`src/rtl/dp_seq_datapath_pkg.sv`:
```
// Shared definitions for the sequenced datapath: ALU op codes, FSM state encoding, defaults.
package dp_seq_datapath_pkg;

    typedef enum logic [2:0] {
        OP_ADD   = 3'b000,
        OP_SUB   = 3'b001,
        OP_AND   = 3'b010,
        OP_OR    = 3'b011,
        OP_XOR   = 3'b100,
        OP_PASSB = 3'b101,
        OP_SLT   = 3'b110,
        OP_SLL   = 3'b111
    } alu_op_e;

    typedef enum logic [1:0] {
        ST_IDLE = 2'b00,
        ST_READ = 2'b01,
        ST_EXEC = 2'b10,
        ST_WB   = 2'b11
    } state_e;

    localparam bit ZERO_R0_DEF = 1'b1;

endpackage

```
`src/rtl/dp_seq_datapath_alu.sv`:
```
// Combinational 8-op ALU; carry/overflow only meaningful for ADD/SUB, zero derived by the caller.
module dp_alu
    import dp_seq_datapath_pkg::*;
#(
    parameter int WIDTH = 32
) (
    input  alu_op_e          op,
    input  logic [WIDTH-1:0] a,
    input  logic [WIDTH-1:0] b,
    output logic [WIDTH-1:0] y,
    output logic             carry,
    output logic             overflow
);
    localparam int SHW = $clog2(WIDTH);

    logic [WIDTH:0] sum;
    logic [WIDTH:0] diff;

    always_comb begin
        sum      = {1'b0, a} + {1'b0, b};
        // carry out of A + ~B + 1 is the unsigned no-borrow indication
        diff     = {1'b0, a} + {1'b0, ~b} + {{WIDTH{1'b0}}, 1'b1};
        y        = '0;
        carry    = 1'b0;
        overflow = 1'b0;
        unique case (op)
            OP_ADD: begin
                y        = sum[WIDTH-1:0];
                carry    = sum[WIDTH];
                overflow = (a[WIDTH-1] == b[WIDTH-1]) && (sum[WIDTH-1] != a[WIDTH-1]);
            end
            OP_SUB: begin
                y        = diff[WIDTH-1:0];
                carry    = diff[WIDTH];
                overflow = (a[WIDTH-1] != b[WIDTH-1]) && (diff[WIDTH-1] != a[WIDTH-1]);
            end
            OP_AND:   y = a & b;
            OP_OR:    y = a | b;
            OP_XOR:   y = a ^ b;
            OP_PASSB: y = b;
            OP_SLT:   y = {{(WIDTH-1){1'b0}}, ($signed(a) < $signed(b))};
            OP_SLL:   y = a << b[SHW-1:0];
            default:  y = '0;
        endcase
    end

endmodule

```
`src/rtl/dp_seq_datapath.sv`:
```
// Sequenced datapath: register file, command/operand regs and IDLE->READ->EXEC->WB command FSM.
module dp_seq_datapath
    import dp_seq_datapath_pkg::*;
#(
    parameter int WIDTH   = 32,
    parameter int ADDR_W  = 5,
    parameter bit ZERO_R0 = ZERO_R0_DEF
) (
    input  logic              dp_clk,
    input  logic              dp_reset,
    input  logic              dp_ld_en,
    input  logic [ADDR_W-1:0] dp_ld_addr,
    input  logic [WIDTH-1:0]  dp_ld_data,
    input  logic              dp_start,
    output logic              dp_ready,
    input  logic [2:0]        dp_op,
    input  logic [ADDR_W-1:0] dp_rs1,
    input  logic [ADDR_W-1:0] dp_rs2,
    input  logic [ADDR_W-1:0] dp_rd,
    input  logic              dp_use_imm,
    input  logic [WIDTH-1:0]  dp_imm,
    output logic              dp_done,
    output logic [WIDTH-1:0]  dp_result,
    output logic              dp_carry,
    output logic              dp_overflow,
    output logic              dp_zero,
    input  logic [ADDR_W-1:0] dp_rd_addr,
    output logic [WIDTH-1:0]  dp_rd_data
);
    localparam int NREG = 2**ADDR_W;

    state_e                       state, state_nxt;
    logic [NREG-1:0][WIDTH-1:0]   rf;
    alu_op_e                      cmd_op;
    logic [ADDR_W-1:0]            cmd_rs1, cmd_rs2, cmd_rd;
    logic                         cmd_use_imm;
    logic [WIDTH-1:0]             cmd_imm;
    logic [WIDTH-1:0]             opa, opb;
    logic [WIDTH-1:0]             alu_y;
    logic                         alu_c, alu_v;

    function automatic logic [WIDTH-1:0] rf_rd(input logic [ADDR_W-1:0] addr);
        return (ZERO_R0 && addr == '0) ? '0 : rf[addr];
    endfunction

    function automatic logic wr_ok(input logic [ADDR_W-1:0] addr);
        return !(ZERO_R0 && addr == '0);
    endfunction

    always_ff @(posedge dp_clk or negedge dp_reset)
        if (!dp_reset) state <= ST_IDLE;
        else           state <= state_nxt;

    always_comb begin
        state_nxt = state;
        dp_ready  = 1'b0;
        unique case (state)
            ST_IDLE: begin
                dp_ready = 1'b1;
                if (dp_start) state_nxt = ST_READ;
            end
            ST_READ: state_nxt = ST_EXEC;
            ST_EXEC: state_nxt = ST_WB;
            ST_WB:   state_nxt = ST_IDLE;
            default: state_nxt = ST_IDLE;
        endcase
    end

    dp_alu #(.WIDTH(WIDTH)) u_alu (
        .op       (cmd_op),
        .a        (opa),
        .b        (opb),
        .y        (alu_y),
        .carry    (alu_c),
        .overflow (alu_v)
    );

    always_ff @(posedge dp_clk or negedge dp_reset) begin
        if (!dp_reset) begin
            cmd_op      <= OP_ADD;
            cmd_rs1     <= '0;
            cmd_rs2     <= '0;
            cmd_rd      <= '0;
            cmd_use_imm <= 1'b0;
            cmd_imm     <= '0;
            opa         <= '0;
            opb         <= '0;
            dp_result   <= '0;
            dp_carry    <= 1'b0;
            dp_overflow <= 1'b0;
            dp_zero     <= 1'b0;
            dp_done     <= 1'b0;
            dp_rd_data  <= '0;
        end else begin
            dp_done    <= (state == ST_WB);
            dp_rd_data <= rf_rd(dp_rd_addr);
            if (state == ST_IDLE && dp_start) begin
                cmd_op      <= alu_op_e'(dp_op);
                cmd_rs1     <= dp_rs1;
                cmd_rs2     <= dp_rs2;
                cmd_rd      <= dp_rd;
                cmd_use_imm <= dp_use_imm;
                cmd_imm     <= dp_imm;
            end
            if (state == ST_READ) begin
                opa <= rf_rd(cmd_rs1);
                opb <= cmd_use_imm ? cmd_imm : rf_rd(cmd_rs2);
            end
            if (state == ST_EXEC) begin
                dp_result   <= alu_y;
                dp_carry    <= alu_c;
                dp_overflow <= alu_v;
                dp_zero     <= (alu_y == '0);
            end
        end
    end

    // External loads and writeback never collide: loads need IDLE, writeback happens in WB.
    always_ff @(posedge dp_clk or negedge dp_reset) begin
        if (!dp_reset) begin
            rf <= '0;
        end else begin
            if (dp_ld_en && state == ST_IDLE && wr_ok(dp_ld_addr))
                rf[dp_ld_addr] <= dp_ld_data;
            if (state == ST_WB && wr_ok(cmd_rd))
                rf[cmd_rd] <= dp_result;
        end
    end

endmodule
```
`config.mk`:
```
export PLATFORM = sky130hd
export DESIGN_NAME = dp_seq_datapath
export DESIGN_NICKNAME = d
export VERILOG_FILES = /design/src/rtl/dp_seq_datapath_pkg.sv /design/src/rtl/dp_seq_datapath_alu.sv /design/src/rtl/dp_seq_datapath.sv
export SDC_FILE = /design/constraint.sdc
export NUM_CORES = 2
export LEC_CHECK = 0
export BUFFER_PORTS_ARGS = -buffer_cell sky130_fd_sc_hd__buf_2
export CORE_MARGIN = 3
export CORE_UTILIZATION = 49
export CTS_BUF_LIST = sky130_fd_sc_hd__clkbuf_8
export CTS_CLUSTER_SIZE = 40
export DETAILED_ROUTE_END_ITERATION = 12
export HOLD_SLACK_MARGIN = 0.1
export MAX_ROUTING_LAYER = met4
export PLACE_DENSITY = 0.64
export SLEW_MARGIN = 15
export SYNTH_ARGS = -nofsm -noshare
export SYNTH_HDL_FRONTEND = slang
export SYNTH_SLANG_ARGS = --single-unit
```
`constraint.sdc`:
```
create_clock -name dp_clk -period 4.8 [get_ports dp_clk]
set_clock_uncertainty 0.2 [all_clocks]
set_input_delay 0.96 -clock dp_clk [delete_from_list [all_inputs] [get_ports dp_clk]]
set_output_delay 0.96 -clock dp_clk [all_outputs]
set_load 0.01 [all_outputs]
```
==> out/metrics.yaml <==
status:
  status: "finished, final reports clean"
sta:
  hold_viol: 0
  grt_setup_unrepaired: "false"
  worst_slew_pin_slew_ns: 1.35
  period_minus_slack_ns: 4.48
  setup_viol: 0
  period_share_pct: 93.3
  max_freq_mhz: 223
  timing.hold.ws_ns: 0.224
  relSlewSlack_pct: 10.2
  finalSetupTns_ns: 0
  drv_slew: 0
yosys:
  synth_seq_area_share_pct: 35.3
  ys_async_sr_fraction_pct: 100
  synth_edf_count: 0
  yosysTopAreaCellShare_pct: 35.3
  yosysUniqueCellTypes: 93
  synth-main-ff-cell: "dfrtp_1"
  syn_area_um2: 85700
  postSynthCellCount: 8540
  synth_nets: 8740
  netlist_top_cells_area: "dfrtp_1 (35%), mux2i_1 (17%), mux4_2 (16%)"
  yosysWarnings: 0
  ys_seq_elements: 1209
  synth.avg_cell_area_um2: 10.0
  synth.most_common_cell: "mux2i_1"
  synth.top_cells.by_count: "mux2i_1 (1438), dfrtp_1 (1209), a21oi_1 (943)"
  yosysTopAreaCell: "dfrtp_1"
critical_path:
  start_kind: "register"
  cpPeakStageDelay_ns: 0.59
  end_kind: "register"
  criticalPathCategory: "reg -> reg"
  cp.required_ns: 5.52
  crit_fanout: 5
  path_cells: "inv_1 -> ha_1 -> inv_1 -> fa_1 -> nand2b_1 -> a2111o_1 -> a21oi_1 -> o21ai_0 -> a41oi_1 -> a311oi_1 -> xnor2_1 -> a211oi_1 -> and3_1 -> nand4_1 -> o41ai_2"
  arrival_ns: 5.20
  worst_path_most_repeated_cell: "inv_1"
  critPathBufInv: 2
  crit_family: "compound AO/OA/AOI/OAI gates"
  r2r_setup_slack_ns: 0.32
  slowest_stage: "o21ai_0"
placement:
  hpwl_um: 238000
  io_buffers: 165
  place_congestion: 1.05
  dpl.cell_count: 10500
power:
  finalPower_uw: 72200
  irDropWorstVdd_uv: 403
  p_leak_uw: 0.0378
  power.density_nw_per_um2: 757
detailed_routing:
  firstDrtPassIters: 7
  ant_nets: 0
  drt-total-wl_um: 384000
  avgRoutedWirePerCell_um: 35.1
  via_count: 77400
  drt_iter0_drc: 12500
  drc: 0
  via_per_inst: 7.08
clock_network:
  cts_tree: "built"
  cts_sinks: 1209
  cts_root_buf: "clkbuf_8"
  cts_buffers: 217
  path_clk_slew_ns: 0.07
  ctsHtreeMaxLevel: 4
  clockBufferDepth: 3
  post-cts-setup-buffers: 0
  clkLatencyLatePin_ns: 1.06
global_routing:
  grt_max_degree: 149
  grt_pass1_wl_um: 544000
  grt_pass1_vias: 73800
  antenna_found_initial: 35
  track_usage_pct: 43.0
  grt.overflow.total: 0
floorplanning:
  die_x_um: 424
  rows: 152
  die_area_um2: 180000
  io_pins: 166
  die_h_um: 424
  core_area_um2: 173000
  start_util_pct: 49.6
min_path:
  hold_path.class: "reg -> reg"
cells_and_area:
  nNetsFinal: 8613
  area_growth_pct: 11.4
  drive_gt1_share_pct: 21.2
  final_cells: 10900
  post-route-util_pct: 55.3
flow_run:
  maxCapViolCount: 0
[per-stage QoR]
stage / setup WS, ns / cell area, um2
after floorplan: 0.609 / 85700
after global placement: 0.199 / 90100
after detailed placement: 0.167 / 90100
after CTS: 0.144 / 95400
after global routing: 0.0317 / 95500
final: 0.322 / 95500
[worst paths after layout]
kind,from,to,cells after the start
max,opa[0],dp_zero,15
max in group asynchronous,dp_reset,rf[563],3
min in group asynchronous,dp_reset,dp_rd_data[7],2
min reg2reg,rf[18],rf[18],0
max reg2reg,opa[0],dp_zero,15
min,rf[18],rf[18],0
[layout make-up]
type                       count  area [um2]
fill                       15100       77200
sequential                  1209       30300
multi-input combinational   6280       52000
tap                         2310        2890
antenna                       35        87.6
timing repair buffer         604        5100
clock inverter               118         942
inverter                     101         379
clock buffer                 276        3800
[power breakdown]
part           switching (uW)  internal (uW)
logic                   24200          16900
registers                5670          14700
clock network            5070           5760
total                   34900          37300
[kinds of logic after synthesis]
| family | count (synthesis) | synth area share [%] |
|---|---|---|
| buf+inv | 1051 | 4.72 |
| mux | 2243 | 35.3 |
| compound gates | 2223 | 14.8 |
| xor+xnor | 19 | 0.194 |
| simple gates | 1692 | 8.21 |
| fa+ha+maj | 103 | 1.52 |
| flops | 1209 | 35.3 |
[state kept, by name, indices dropped and copies added (netlist names)]
| register | cells |
|---|---|
| cmd_rd | 5 |
| dp_result | 32 |
| opa | 32 |
| dp_overflow | 1 |
| cmd_op | 3 |
| cmd_imm | 32 |
| cmd_rs2 | 5 |
| opb | 32 |
| dp_done | 1 |
| cmd_rs1 | 5 |
| dp_rd_data | 32 |
| state | 2 |
| cmd_use_imm | 1 |
| dp_zero | 1 |
| rf | 1024 |
| dp_carry | 1 |
[cells in the final DEF (no fill, tap or decap), drive strengths merged, types with 21 or more instances in the layout]
cell            n
nand2         652
mux2i        1438
nor2b          21
diode          35
clkinv         37
nand3          31
mux2          205
clkbuf        276
a31oi          50
nor2          755
mux4          600
buf           551
inv           170
o22ai         174
nor3           93
dfrtp        1209
a21oi         946
dlygate4sd3    53
nor3b          35
o221ai        140
ha            101
o21ai         715
a211oi         23
[per-layer routing]
| metal | GRT usage (%) | share of wire (%) | vias to the layer above |
|---|---|---|---|
| li1 | - | - | 31600 |
| met1 | 54.9 | 37 | 38300 |
| met2 | 58.2 | 41 | 6059 |
| met3 | 16.1 | 14 | 1511 |
| met4 | 25.0 | 6.8 | 0 |
| met5 | - | 0 | - |
[repair_timing]
item                                    4_1_cts  5_1_grt
resized for setup                             0        6
hold buffers                                 53        0
endpoints found under the setup margin        0        1
hold endpoints to repair                    112        0
[worst reg2reg max path, delay by kind of cell (launching register included)]
| family | cells | cell delay [ns] |
|---|---|---|
| xor+xnor | 1 | 0.10 |
| fa+ha+maj | 2 | 0.61 |
| buf+inv | 2 | 0.20 |
| compound gates | 7 | 2.27 |
| simple gates | 3 | 0.50 |
| flops | 1 | 0.45 |
No activity file was read; power rests on OpenSTA's default activity.
